## src/rtl/cve2_ibus_arb_pkg.sv

```systemverilog
// Shared types and limits for the instruction-bus arbiter.
package cve2_ibus_arb_pkg;

    // Arbiter FSM: free arbitration, or ownership frozen on one requester.
    typedef enum logic [1:0] {
        ARB    = 2'd0,
        HOLD_F = 2'd1,
        HOLD_A = 2'd2
    } ibus_arb_state_e;

    // Identity of a bus owner, stored per outstanding transaction.
    typedef enum logic {
        OWNER_F = 1'b0,
        OWNER_A = 1'b1
    } ibus_owner_e;

    // Upper bound on granted-but-unanswered transactions.
    localparam int unsigned IBusMaxOutstandingMax = 32'd8;

endpackage

```

## src/rtl/cve2_ibus_arb_chk.sv

```systemverilog
// Protocol checker for the instruction-bus arbiter. Compiled only when
// CVE2_IBUS_ARB_ASSERT_EN is defined.
`ifdef CVE2_IBUS_ARB_ASSERT_EN
module cve2_ibus_arb_chk
    import cve2_ibus_arb_pkg::*;
#(
    parameter int unsigned MaxOutstanding = 32'd2
) (
    input logic            clk_i,
    input logic            rst_i,
    input ibus_arb_state_e state_i,
    input logic            f_req_i,
    input logic            a_req_i,
    input logic            instr_rvalid_i,
    input logic            queue_empty_i
);

    if ((MaxOutstanding < 32'd1) || (MaxOutstanding > IBusMaxOutstandingMax)) begin : g_bad_depth
        $error("cve2_ibus_arb_chk: MaxOutstanding out of range");
    end

    // A requester must keep its request up until it is granted.
    a_hold_f_req_stable: assert property (@(posedge clk_i) disable iff (rst_i)
        (state_i == HOLD_F) |-> f_req_i);
    a_hold_a_req_stable: assert property (@(posedge clk_i) disable iff (rst_i)
        (state_i == HOLD_A) |-> a_req_i);

    // A response with nothing outstanding is dropped by the arbiter.
    a_no_orphan_rvalid: assert property (@(posedge clk_i) disable iff (rst_i)
        instr_rvalid_i |-> !queue_empty_i);

endmodule
`endif

```

## src/rtl/cve2_ibus_owner_fifo.sv

```systemverilog
// In-order FIFO of 1-bit owner IDs, one entry per outstanding bus transaction.
// Pointers wrap modulo MaxOutstanding so non-power-of-two depths work.
module cve2_ibus_owner_fifo
    import cve2_ibus_arb_pkg::*;
#(
    parameter int unsigned  MaxOutstanding = 32'd2,
    localparam int unsigned CntW           = $clog2(MaxOutstanding + 32'd1),
    localparam int unsigned PtrW           = (MaxOutstanding > 32'd1) ? $clog2(MaxOutstanding) : 32'd1
) (
    input  logic            clk_i,
    input  logic            rst_i,
    input  logic            push_i,
    input  ibus_owner_e     push_owner_i,
    input  logic            pop_i,
    output ibus_owner_e     head_o,
    output logic [CntW-1:0] count_o,
    output logic            full_o
);

    logic [MaxOutstanding-1:0] mem_r;
    logic [PtrW-1:0]           wr_ptr_r;
    logic [PtrW-1:0]           rd_ptr_r;
    logic [CntW-1:0]           count_r;
    logic                      full_s;
    logic                      push_en_s;
    logic                      pop_en_s;

    // Advance a pointer, wrapping at the configured depth.
    function automatic logic [PtrW-1:0] ptr_inc(input logic [PtrW-1:0] ptr);
        if (ptr == PtrW'(MaxOutstanding - 32'd1)) begin
            return {PtrW{1'b0}};
        end else begin
            return ptr + PtrW'(1'b1);
        end
    endfunction

    assign full_s    = (count_r == CntW'(MaxOutstanding));
    // Overflow and underflow are refused locally so the queue never corrupts.
    assign push_en_s = push_i & ~full_s;
    assign pop_en_s  = pop_i & (count_r != {CntW{1'b0}});

    // Owner storage written at the tail.
    always_ff @(posedge clk_i) begin
        if (rst_i) begin
            mem_r <= {MaxOutstanding{1'b0}};
        end else if (push_en_s) begin
            mem_r[wr_ptr_r] <= 1'(push_owner_i);
        end
    end

    // Pointer and occupancy bookkeeping; push and pop together keep the count.
    always_ff @(posedge clk_i) begin
        if (rst_i) begin
            wr_ptr_r <= {PtrW{1'b0}};
            rd_ptr_r <= {PtrW{1'b0}};
            count_r  <= {CntW{1'b0}};
        end else begin
            if (push_en_s) begin
                wr_ptr_r <= ptr_inc(wr_ptr_r);
            end
            if (pop_en_s) begin
                rd_ptr_r <= ptr_inc(rd_ptr_r);
            end
            case ({push_en_s, pop_en_s})
                2'b10:   count_r <= count_r + CntW'(1'b1);
                2'b01:   count_r <= count_r - CntW'(1'b1);
                default: count_r <= count_r;
            endcase
        end
    end

    assign head_o  = ibus_owner_e'(mem_r[rd_ptr_r]);
    assign count_o = count_r;
    assign full_o  = full_s;

endmodule

```

## src/rtl/cve2_instr_bus_arbiter.sv

```systemverilog
// Two-requester instruction-bus arbiter (fetch F, auxiliary A) with zero-latency
// forwarding, owner hold while ungranted, and in-order response routing.
// CVE2_IBUS_ARB_RR_EN   : round-robin between F and A (default: F over A).
// CVE2_IBUS_ARB_ASSERT_EN: instantiate the protocol checker.
module cve2_instr_bus_arbiter
    import cve2_ibus_arb_pkg::*;
#(
    parameter int unsigned MaxOutstanding = 32'd2
) (
    input  logic        clk_i,
    input  logic        rst_i,
    input  logic        f_req_i,
    input  logic [31:0] f_addr_i,
    output logic        f_gnt_o,
    output logic        f_rvalid_o,
    output logic [31:0] f_rdata_o,
    output logic        f_err_o,
    input  logic        a_req_i,
    input  logic [31:0] a_addr_i,
    output logic        a_gnt_o,
    output logic        a_rvalid_o,
    output logic [31:0] a_rdata_o,
    output logic        a_err_o,
    output logic        instr_req_o,
    output logic [31:0] instr_addr_o,
    input  logic        instr_gnt_i,
    input  logic        instr_rvalid_i,
    input  logic [31:0] instr_rdata_i,
    input  logic        instr_err_i,
    output logic        busy_o
);

    localparam int unsigned CntW = $clog2(MaxOutstanding + 32'd1);

    ibus_arb_state_e state_r;
    ibus_arb_state_e state_next_s;
    ibus_owner_e     owner_s;
    ibus_owner_e     head_s;
    logic            owner_req_s;
    logic            full_s;
    logic [CntW-1:0] count_s;
    logic            cnt_nz_s;
    logic            push_s;
    logic            pop_s;

`ifdef CVE2_IBUS_ARB_RR_EN
    ibus_owner_e     last_owner_r;

    // Remember who was granted last so a tie goes to the other requester.
    always_ff @(posedge clk_i) begin
        if (rst_i) begin
            last_owner_r <= OWNER_F;
        end else if (push_s) begin
            last_owner_r <= owner_s;
        end
    end
`endif

    // Owner selection: frozen in HOLD states, arbitrated in ARB.
    always_comb begin
        owner_s = OWNER_F;
        case (state_r)
            HOLD_F: owner_s = OWNER_F;
            HOLD_A: owner_s = OWNER_A;
            ARB: begin
`ifdef CVE2_IBUS_ARB_RR_EN
                if (f_req_i && a_req_i) begin
                    owner_s = (last_owner_r == OWNER_F) ? OWNER_A : OWNER_F;
                end else if (a_req_i) begin
                    owner_s = OWNER_A;
                end else begin
                    owner_s = OWNER_F;
                end
`else
                if (f_req_i) begin
                    owner_s = OWNER_F;
                end else if (a_req_i) begin
                    owner_s = OWNER_A;
                end else begin
                    owner_s = OWNER_F;
                end
`endif
            end
            default: owner_s = OWNER_F;
        endcase
    end

    assign owner_req_s  = (owner_s == OWNER_A) ? a_req_i : f_req_i;
    // Full blocks the request outright; a same-cycle rvalid does not reopen it.
    assign instr_req_o  = owner_req_s & ~full_s;
    assign instr_addr_o = (owner_s == OWNER_A) ? a_addr_i : f_addr_i;
    assign push_s       = instr_req_o & instr_gnt_i;
    assign f_gnt_o      = push_s & (owner_s == OWNER_F);
    assign a_gnt_o      = push_s & (owner_s == OWNER_A);

    // Hold the owner while its request waits for a grant so the address is stable.
    always_comb begin
        state_next_s = state_r;
        case (state_r)
            ARB: begin
                if (instr_req_o && !instr_gnt_i) begin
                    state_next_s = (owner_s == OWNER_A) ? HOLD_A : HOLD_F;
                end else begin
                    state_next_s = ARB;
                end
            end
            HOLD_F: begin
                if (instr_gnt_i || !f_req_i) begin
                    state_next_s = ARB;
                end else begin
                    state_next_s = HOLD_F;
                end
            end
            HOLD_A: begin
                if (instr_gnt_i || !a_req_i) begin
                    state_next_s = ARB;
                end else begin
                    state_next_s = HOLD_A;
                end
            end
            default: state_next_s = ARB;
        endcase
    end

    // FSM state register.
    always_ff @(posedge clk_i) begin
        if (rst_i) begin
            state_r <= ARB;
        end else begin
            state_r <= state_next_s;
        end
    end

    // Responses with nothing outstanding are dropped without popping.
    assign cnt_nz_s = (count_s != {CntW{1'b0}});
    assign pop_s    = instr_rvalid_i & cnt_nz_s;

    cve2_ibus_owner_fifo #(
        .MaxOutstanding (MaxOutstanding)
    ) u_owner_fifo (
        .clk_i        (clk_i),
        .rst_i        (rst_i),
        .push_i       (push_s),
        .push_owner_i (owner_s),
        .pop_i        (pop_s),
        .head_o       (head_s),
        .count_o      (count_s),
        .full_o       (full_s)
    );

    assign f_rvalid_o = pop_s & (head_s == OWNER_F);
    assign a_rvalid_o = pop_s & (head_s == OWNER_A);
    assign f_rdata_o  = instr_rdata_i;
    assign a_rdata_o  = instr_rdata_i;
    assign f_err_o    = instr_err_i;
    assign a_err_o    = instr_err_i;
    assign busy_o     = cnt_nz_s | instr_req_o;

`ifdef CVE2_IBUS_ARB_ASSERT_EN
    cve2_ibus_arb_chk #(
        .MaxOutstanding (MaxOutstanding)
    ) u_chk (
        .clk_i          (clk_i),
        .rst_i          (rst_i),
        .state_i        (state_r),
        .f_req_i        (f_req_i),
        .a_req_i        (a_req_i),
        .instr_rvalid_i (instr_rvalid_i),
        .queue_empty_i  (~cnt_nz_s)
    );
`endif

endmodule

```

## config.mk

```make
export PLATFORM = sky130hd
export DESIGN_NAME = cve2_instr_bus_arbiter
export DESIGN_NICKNAME = d
export VERILOG_FILES = /design/src/rtl/cve2_ibus_arb_pkg.sv /design/src/rtl/cve2_ibus_arb_chk.sv /design/src/rtl/cve2_ibus_owner_fifo.sv /design/src/rtl/cve2_instr_bus_arbiter.sv
export SDC_FILE = /design/constraint.sdc
export NUM_CORES = 1
export LEC_CHECK = 0
export ABC_CLOCK_PERIOD_IN_PS = 2500
export CELL_PAD_IN_SITES_DETAIL_PLACEMENT = 1
export CELL_PAD_IN_SITES_GLOBAL_PLACEMENT = 1
export CORE_AREA = 2 2 79 81
export CTS_BUF_LIST = sky130_fd_sc_hd__clkbuf_16
export DETAILED_ROUTE_END_ITERATION = 7
export DIE_AREA = 0 0 81 83
export DONT_BUFFER_PORTS = 1
export MAX_ROUTING_LAYER = met4
export PLACE_DENSITY = 0.64
export RECOVER_POWER = 25
export SETUP_SLACK_MARGIN = 0.4
export SLEW_MARGIN = 20
export SYNTH_ARGS = -nofsm -noshare
export SYNTH_HDL_FRONTEND = slang
export SYNTH_HIERARCHICAL = 1
export SYNTH_SLANG_ARGS = --single-unit
```

## constraint.sdc

```tcl
create_clock -name clk_i -period 2.5 [get_ports clk_i]
set_input_delay 0.75 -clock clk_i [delete_from_list [all_inputs] [get_ports clk_i]]
set_output_delay 0.75 -clock clk_i [all_outputs]
set_load 0.05 [all_outputs]
```

==> key figures <==
CTS
  • Worst-case clock buffer depth: 2
  • Clock root buffer: clkbuf_16
  • CTS Buf Count: 3
  • Clock H-tree levels: 1
  • Worst-Skew Late Latency: 230 ps
  • CTS sink count: 8
  • Hold-fix buffers, CTS: 0
  • CTS tree: done
  • Clk slew on worst S/H paths: 30 ps

Logic synthesis
  • Post-synth EDFFs: 0
  • Syn_area_per_cell: 8.78 um2
  • Synth unique cells: 30
  • Top cells by area, synth: buf_4, mux2_2, dfxtp_1
  • Post-synth top area share: 0.364
  • Yosys warnings: 6
  • Count leader, synth: buf_4
  • Post-synth top area cell: buf_4
  • Post-synth ARST share: 0
  • Most common flop cell mapped by yosys: dfxtp_1
  • Post-Syn Instances: between 150 and 200
  • Synthesized area: 1360 um2
  • Register area share after synthesis: 0.118
  • Post-synth top cells: buf_4, mux2_2, dfxtp_1, inv_1, nor2_1
  • Register bit total from synthesis: 8
  • Mapped Nets: ~260

Drt
  • DRT iter0 DRCs: 24
  • Vias: 849
  • Drt total wl: 3.84 mm
  • DRC viols: 0
  • Routed Antenna Nets: 0
  • Vias per inst: 4.59
  • WL/cell: 20.7 um
  • First drt pass iteration count: 2

Critical path
  • Crit path from: a_req_i
  • Worst r2r path cells: 11
  • Critical Path Fanout Max: 7
  • R2R Path End: u_owner_fifo/count_o[1]$_SDFFE_PP0P_
  • Worst reg2reg setup slack: 430 ps
  • Worst r2r src: u_owner_fifo/count_o[0]$_SDFFE_PP0P_
  • Crit path to: instr_addr_o[6]
  • Worst Setup End Kind: output pin
  • Crit start category: input pin
  • Crit path DAT: 1690 ps
  • Setup Crit Path Kind: in -> out
  • Worst endpoint required time: 1750 ps

Run status
  • Status: completed

STA
  • Worst-Margin Slew: 490 ps
  • Setup Skew: 0.770 ps
  • F_max: 0.409 GHz
  • Crit path time final: 2440 ps
  • Max-slew violations: 0
  • Period utilization: 0.978
  • RSZ-0062 raised after global routing: true
  • Fin. Hold Viols: 0
  • Rel. slew slack: 0.676
  • # setup viols final: 0

Floorplanning
  • Die height: 83 um
  • Rows: 28
  • Ports: 207
  • Die width: 81 um
  • DIE AREA: 6720 um2
  • Core area: 5820 um2
  • Initial Utilization: 0.234

Global route
  • First-pass GRT wire length: 4.69 mm
  • M2 GR Usage: 0.157
  • All-layer global routing usage: 0.0944
  • Grt met3 use: 0.0467
  • Met1 Track Usage GR: 0.0935
  • GR peak layer: met2
  • Initial antenna violation count: 0
  • Largest net degree at the start of global routing: 28
  • GR Overflow Total: 0
  • Vias in the first global route: around 840

Placement
  • Post-DP HPWL: 2.99 mm
  • Dpl cells: 170
  • GPL Wtd Cong: 0.688
  • Port bufs: 0

Layout
  • Area delta synth->final: 9.56%
  • Diodes inserted: 0
  • Total Nets Final: around 220
  • Layout cells sized above 1: 0.691
  • Util after Layout: 0.256
  • Post-Layout Cell Count: 185

Power and ir drop
  • Cell Pwr Density: 677 nW/um2
  • Leak: 0.684 nW
  • Peak supply drop: 0.403 mV

Min path
  • Worst min-delay path class: reg -> reg

Flow run
  • Max_cap viols: 0
-- sequential cells by signal, indices dropped and copies added, names as in the netlist --
register               cells
state_r                    2
u_owner_fifo/wr_ptr_r      1
u_owner_fifo/count_o       2
u_owner_fifo/rd_ptr_r      1
u_owner_fifo/mem_r         2
-- metrics by stage --
step	power [W]	worst slack (ps)	setup TNS [ps]	area, um2	hold slack, ps
detailed placement	0.000661	37.0	0	1200	470
global placement	0.000656	48.6	0	1200	462
global route	0.00105	43.3	0	1490	504
CTS	0.000959	37.7	0	1330	478
finish	0.00101	55.7	0	1490	469
floorplan	0.000869	-139	-354	1530	444
-- metal layers --
layer	share of wire	up-vias
met4	0.0096	0
met5	0	-
met1	0.34	390
met2	0.52	92
li1	-	363
met3	0.14	4
-- what timing repair did --
action                                  4_1_cts  5_1_grt
cloned                                        0        3
endpoints found under the setup margin       37       36
gates resized for setup                      11        9
pin swaps                                     1        4
buffers inserted                              2        7
-- power by group --
| part | switching [W] | internal (W) | total [W] |
|---|---|---|---|
| Combinational | 0.000347 | 0.000240 | 0.000587 |
| Sequential | 0.0000128 | 0.000145 | 0.000158 |
| Clock | 0.0000593 | 0.000206 | 0.000265 |
-- final cells by class --
type	instances	area (um2)
Inverter	5	28.8
Timing Repair Buffer	21	262
Sequential cell	8	165
Multi-Input combinational cell	73	867
Clock buffer	3	75.1
Tap cell	75	93.8
Fill cell	658	4320
-- cell usage in the layout (no fill, tap or decap), types with 2 or more instances in the layout --
cell type  netlist  layout
mux2_4           0      32
nor2_1           4       4
a21oi_1          3       2
clkbuf_16        0       5
o21a_1           2       2
buf_6            3       2
nand2_1          3       2
o21ai_0          2       2
xnor2_1          2       2
dfxtp_1          8       6
nand2b_1         3       2
buf_8            0       2
buf_12           0       4
nor2b_4          0       2
inv_1            5       3
buf_4           66      10
nand2b_4         0       2
-- how the worst min path moves through the flow --
stage	slack [ps]	from	cells past startpoint	endpoint
finish	470	u_owner_fifo/mem_r[0]$_SDFFE_PP0P_	2	u_owner_fifo/mem_r[0]$_SDFFE_PP0P_
global route	500	u_owner_fifo/mem_r[0]$_SDFFE_PP0P_	2	u_owner_fifo/mem_r[0]$_SDFFE_PP0P_
CTS	480	u_owner_fifo/mem_r[0]$_SDFFE_PP0P_	2	u_owner_fifo/mem_r[0]$_SDFFE_PP0P_
detailed placement	470	u_owner_fifo/mem_r[0]$_SDFFE_PP0P_	2	u_owner_fifo/mem_r[0]$_SDFFE_PP0P_
global placement	460	u_owner_fifo/mem_r[0]$_SDFFE_PP0P_	2	u_owner_fifo/mem_r[0]$_SDFFE_PP0P_
floorplan	440	u_owner_fifo/mem_r[1]$_SDFFE_PP0P_	2	u_owner_fifo/mem_r[1]$_SDFFE_PP0P_
-- logic make-up after synthesis --
logic type / synth area share
flip-flops: 0.118
buffers and inverters: 0.403
XOR/XNOR: 0.0193
AND/OR/NAND/NOR: 0.102
multiplexers: 0.280
AO/OA/AOI/OAI: 0.0689
adder cells (fa/ha/maj): 0.00919
-- worst max-delay path: stages --
cell,delay (ps)
nor2b_4,110
o21ai_4,130
buf_12,150
clkbuf_16,160
mux2_4,390
(Power assumes the default switching activity.)
==> RTL edit 1 (config.mk and constraints unchanged) <==
`MaxOutstanding` is set to 32'd2 in 2 places; all go to 32'd4.
--- a/src/rtl/cve2_ibus_owner_fifo.sv
+++ b/src/rtl/cve2_ibus_owner_fifo.sv
@@ -5,3 +5,3 @@
 #(
-    parameter int unsigned  MaxOutstanding = 32'd2,
+    parameter int unsigned  MaxOutstanding = 32'd4,
     localparam int unsigned CntW           = $clog2(MaxOutstanding + 32'd1),
--- a/src/rtl/cve2_instr_bus_arbiter.sv
+++ b/src/rtl/cve2_instr_bus_arbiter.sv
@@ -7,3 +7,3 @@
 #(
-    parameter int unsigned MaxOutstanding = 32'd2
+    parameter int unsigned MaxOutstanding = 32'd4
 ) (
Formal check against the unedited RTL: not equivalent (Yosys sat finds a counterexample within 4 cycles, from zero or initial values and one cycle with rst_i high).
==> RTL edit 1 against the original RTL <==
Critical path depth unchanged. Setup slack worse by 0.052 ns. Sequential power grew 51%. Wire length up 65%. Design area grew 28%. Area after synthesis increased by 23%. Critical path type unchanged. Highest routed layer unchanged. Synthesized cell count grew 23%. Total power grew 13%. Via count is 39% higher. Register-to-register slack got worse by 0.32 ns. Clock power rose by 18%. Sequential cell count is 5 higher.
==> RTL edit 1: results (changes against the original RTL) <==
Route
  – DRT Pass-1 Iters: 4 (+2)
  – WL final: 6320 microns (+65%)
  – WL met1: 2320 microns (+80%)
  – DRT iter0 DRCs: 25 (+4.2%)
  – Met3 WL: 1190 microns (+130%)
  – Wire per inst: 26.9 microns (+30%)
  – Post-DR vias/cell: 5.03 (+9.5%)
  – WL met2: 2770 microns (+40%)

Timing
  – Final Skew: 0.00359 ns (+0.00282 ns)
  – Fin crit period: 2.50 ns (+0.0517 ns)
  – Hold slack: 0.483 ns (+0.0144 ns)
  – Worst-margin pin slew: 0.428 ns (-0.0623 ns)
  – Final Max Tran Viols: 0 (unchanged)

Logic synthesis
  – Synth Area in Adders: 5.67% (+4.7 points)
  – Synth Instances: 191 (+23%)
  – Post-synthesis sequential area ratio: 15.5% (+3.7 points)
  – Top cells by count, synth: buf_4 (66), mux2_2 (32), dfxtp_1 (13), inv_1 (13), nor2_1 (7)
  – Post-synthesis mux area share: 25.8% (-2.2 points)
  – Distinct cells, synth: 32 (+6.7%)
  – Most area-consuming cells after synthesis: buf_4 (30%), mux2_2 (21%), dfxtp_1 (16%)
  – XOR/XNOR share of the synthesized area: 1.04% (-0.89 points)
  – Post-synthesis compound-gate area fraction: 5.29% (-1.6 points)
  – Post-synthesis net count: 301 (+16%)

CTS
  – Number of buffers created by CTS: 3 (unchanged)
  – Worst-Skew Late Latency: 0.25 ns (+0.02 ns)
  – Clk slew on worst S/H paths: 0.05 ns (+0.02 ns)

Pwr
  – Pleak: 0.916 nW (+34%)
  – Max IR drop VDD: 278 uV (-31%)

Worst setup path
  – Worst reg2reg path endpoint: u_owner_fifo/count_o[2]$_SDFFE_PP0P_
  – R2r worst-path depth: 12 (+1)
  – Reg2reg setup slack: 0.11 ns (-0.32 ns)
  – Crit Path Max Fanout: 16 (+9)
  – Origin of the critical flop-to-flop path: u_owner_fifo/count_o[1]$_SDFFE_PP0P_
  – Worst path max stage delay: 0.39 ns (about the same)
  – Arrival time at the worst endpoint: 1.75 ns (+0.06 ns)
  – CP Capture Point: instr_addr_o[11]
  – Crit path max-delay family: multiplexers

Placed design
  – Placed Cells incl. Taps: 212 (+25%)
  – Global placer's final weighted congestion: 0.755 (+9.7%)
  – DP Area: 0.00159 sq mm (+32%)
  – Place WS: -0.0283 ns (-0.0653 ns)
  – DP HPWL: 5190 microns (+74%)

Finish
  – Nets: 271 (+25%)
  – Share of layout cells above drive strength 1: 59.4% (-9.7 points)
  – Most flop-heavy register: u_owner_fifo/mem_r
  – Max reg flops: 4

Global routing
  – Via count of the first global-routing pass: 1,264 (+51%)
  – First-pass GRT wire length: 8180 microns (+74%)
  – Total GRT Usage: 17.8% (+8.3 points)
  – Largest net degree at the start of global routing: 16 (-43%)
  – Met3 Usage GRT: 15.0% (+10 points)
  – Met2 usage: 26.1% (+10 points)
  – Met1 usage: 18.1% (+8.8 points)

Min path
  – Hold Path End: u_owner_fifo/mem_r[3]$_SDFFE_PP0P_
  – Hold_sp: u_owner_fifo/mem_r[3]$_SDFFE_PP0P_

Outcome
  – Status: finished clean
-- RTL edit 1: cell families (layout without fill, tap and decap cells) --
group | after synthesis | count (layout)
simple gates | 35 | 35
buf+inv | 84 | 53
mux | 38 | 38
fa+ha+maj | 7 | 7
flops | 13 | 13
compound gates | 12 | 12
xor+xnor | 2 | 2
-- RTL edit 1: area by class of cell --
class                      instances  area, sq um
tap                               75         93.8
timing repair buffer              36          352
clock inverter                     1         3.75
inverter                          13         53.8
clock buffer                       3         75.1
fill                             653         3910
multi-input combinational         94         1060
sequential                        13          264
-- RTL edit 1: timing repair --
item	4_1_cts	5_1_grt
gates cloned	0	1
pin swaps	2	1
endpoints found under the hold margin	0	0
gates resized for setup	16	6
hold buffers	0	0
buffers inserted	13	5
setup endpoints to repair	40	40
-- RTL edit 1: power by group --
part	internal, mW	total, mW	leakage [nW]	switching (mW)
Clock	0.212	0.312	0.0423	0.0996
Combinational	0.230	0.594	0.766	0.364
Sequential	0.225	0.238	0.107	0.0122
==> RTL edit 2 (config.mk and constraints unchanged) <==
Made on the original files. The 3 states of `ibus_arb_state_e` get a one-hot encoding in 3 bits.
--- a/src/rtl/cve2_ibus_arb_pkg.sv
+++ b/src/rtl/cve2_ibus_arb_pkg.sv
@@ -4,6 +4,6 @@
     // Arbiter FSM: free arbitration, or ownership frozen on one requester.
-    typedef enum logic [1:0] {
-        ARB    = 2'd0,
-        HOLD_F = 2'd1,
-        HOLD_A = 2'd2
+    typedef enum logic [2:0] {
+        ARB    = 3'b001,
+        HOLD_F = 3'b010,
+        HOLD_A = 3'b100
     } ibus_arb_state_e;
Function: same outputs for any inputs over 10 cycles, from zero or initial values and one cycle with rst_i high; not proved beyond that.
==> RTL edit 2 against the original RTL <==
The flow now finishes with violations (setup timing). Wire length rose by 18%. Sequential cell count up 1. Setup slack got worse by 0.11 ns. Design area fell by 6.8%. Total power about the same. Critical path depth unchanged. Area after synthesis up 18%. Sequential share of layout area is 2.2 points higher. Largest power group unchanged.
==> RTL edit 2: results (changes against the original RTL) <==
CTS
  – Buffer levels on the longest clock path: 2 (unchanged)
  – CTS root buf: clkbuf_16
  – Post-CTS Setup Inserts: 0 (-2)
  – Worst-Skew Late Latency: 0.23 ns (about the same)

Worst setup path
  – CP max stage cell: mux2_4
  – Worst path max stage delay: 0.42 ns (+0.03 ns)
  – Arrival time at the worst endpoint: 1.81 ns (+0.12 ns)
  – Crit Path Max Fanout: 18 (+11)
  – Worst setup path start: f_req_i
  – Origin of the critical flop-to-flop path: u_owner_fifo/count_o[0]$_SDFFE_PP0P_

Logic synthesis
  – Post-synthesis net count: 271 (+4.6%)
  – Synth Flop Type: dfxtp_1
  – Ys Warns: 6 (unchanged)
  – Post-synthesis async set-or-reset flop share: 0% (unchanged)
  – Most area-consuming cells after synthesis: buf_4 (31%), mux2_4 (25%), dfxtp_1 (11%)
  – Post-synth top area share: 30.9% (-5.5 points)
  – Top cells by count, synth: buf_4 (66), mux2_4 (27), dfxtp_1 (9)
  – Post-synthesis sequential area ratio: 11.2% (-0.52 points)
  – Distinct cells, synth: 38 (+27%)

Placed design
  – Global placer's final weighted congestion: 0.725 (+5.3%)
  – Place WS: -0.124 ns (-0.161 ns)
  – DP HPWL: 3870 microns (+29%)

Timing
  – Post-route setup slack: -0.0556 ns (-0.111 ns)
  – Final Skew: 0.00109 ns (+0.000315 ns)
  – Setup violations, final: 32 (+32)
  – Worst rel slew slack: 81.4% (+14 points)
  – Total Neg Setup Slack: -1.24 ns (-1.24 ns)

Finish
  – Layout fillers: 679 (+3.2%)
  – Max reg flops: 3
  – Nets: 214 (-0.93%)
  – Share of layout cells above drive strength 1: 60.6% (-8.5 points)

Route
  – DRT iter0 DRCs: 16 (-33%)
  – WL final: 4530 microns (+18%)
  – Post-DR vias/cell: 4.84 (+5.5%)
  – DRT Pass-1 Iters: 4 (+2)

Min path
  – Min-delay worst type: reg2reg
  – Hold_sp: u_owner_fifo/mem_r[0]$_SDFFE_PP0P_

Global routing
  – First-pass GRT wire length: 5900 microns (+26%)
  – Total GRT Usage: 12.2% (+2.8 points)
  – Via count of the first global-routing pass: 905 (+8.1%)
  – Largest net degree at the start of global routing: 19 (-32%)
  – Antenna violations before repair: 3 (+3)

Pwr
  – Max IR drop VDD: 430 uV (+6.7%)
  – Pleak: 0.554 nW (-19%)

Outcome
  – Violated checks: setup timing
  – Status: finished, violations left
RTL edit 2: cell count changes after synthesis, moves of 2 or more:
cell | unedited run | this run
buf_6 | 3 | 0
mux2_2 | 33 | 6
nor4b_1 | 0 | 2
a21oi_1 | 3 | 6
o21ai_0 | 2 | 6
mux2_4 | 0 | 27
buf_12 | 0 | 3
nor2_1 | 4 | 2
RTL edit 2: cell families (layout without fill, tap and decap cells):
logic type               after synthesis  count (layout)  synth area share [%]
other                                  0               3                     0
AO/OA/AOI/OAI                         18              18                  6.87
adder cells (fa/ha/maj)                1               1                 0.781
flip-flops                             9               9                  11.2
AND/OR/NAND/NOR                       28              28                  13.4
multiplexers                          34              34                  30.1
buffers and inverters                 74              16                  35.9
XOR/XNOR                               3               3                  1.64
RTL edit 2: routing by layer:
layer / vias to the layer above / part of all wire (%) / wire length, microns / global-route usage, %
met4: 0 / 0.22 / 10 / 1.85
met3: 2 / 23 / 1040 / 12.5
met5: - / 0 / 0 / -
met2: 106 / 41 / 1840 / 17.4
li1: 390 / - / - / -
met1: 407 / 36 / 1630 / 12.0
RTL edit 2: through the flow:
step	total power, mW	hold WS, ns	instances	area [sq um]
after floorplan	0.957	0.444	167	1660
after global placement	0.727	0.464	180	1270
after detailed placement	0.729	0.466	180	1270
after CTS	1.02	0.477	184	1380
after global routing	1.05	0.501	187	1390
final	1.01	0.476	187	1390
RTL edit 2: worst reg2reg max path, stage by stage, from the launching register on:
cell and delay (ns):
dfxtp_1 0.44, nand2b_2 0.21, inv_1 0.13, a21oi_4 0.20
and2_4 0.20, nand2_2 0.06, ha_4 0.15, xnor2_1 0.12
or3_1 0.30, a21oi_1 0.12
RTL edit 2: path summary, 6_finish.rpt:
check | end | slack [ns] | cells after the start
setup / recovery | instr_addr_o[17] | -0.06 | 5
hold / removal | u_owner_fifo/mem_r[0]$_SDFFE_PP0P_ | 0.48 | 2
setup reg to reg | u_owner_fifo/count_o[1]$_SDFFE_PP0P_ | 0.50 | 9
hold reg to reg | u_owner_fifo/mem_r[0]$_SDFFE_PP0P_ | 0.48 | 2
RTL edit 2: power breakdown:
group	internal, mW	total, mW	switching, mW
logic	0.190	0.550	0.360
registers	0.162	0.186	0.0245
clock network	0.209	0.274	0.0658
RTL edit 2: timing repair:
action                     in CTS  in global routing
pin swaps                       1                  0
gates resized for setup         9                  2
setup endpoints to repair      36                 38
RTL edit 2: final cells by class:
cell class              instances  area, sq um  area share [%]
well taps                      75         93.8            6.75
diodes                          3         7.51           0.540
multi-input cells              84          921            66.2
flip-flops and latches          9          185            13.3
clock buffers                   3         75.1            5.40
clock inverters                 1         3.75           0.270
inverters                       4         15.0            1.08
repair buffers                  8         88.8            6.39
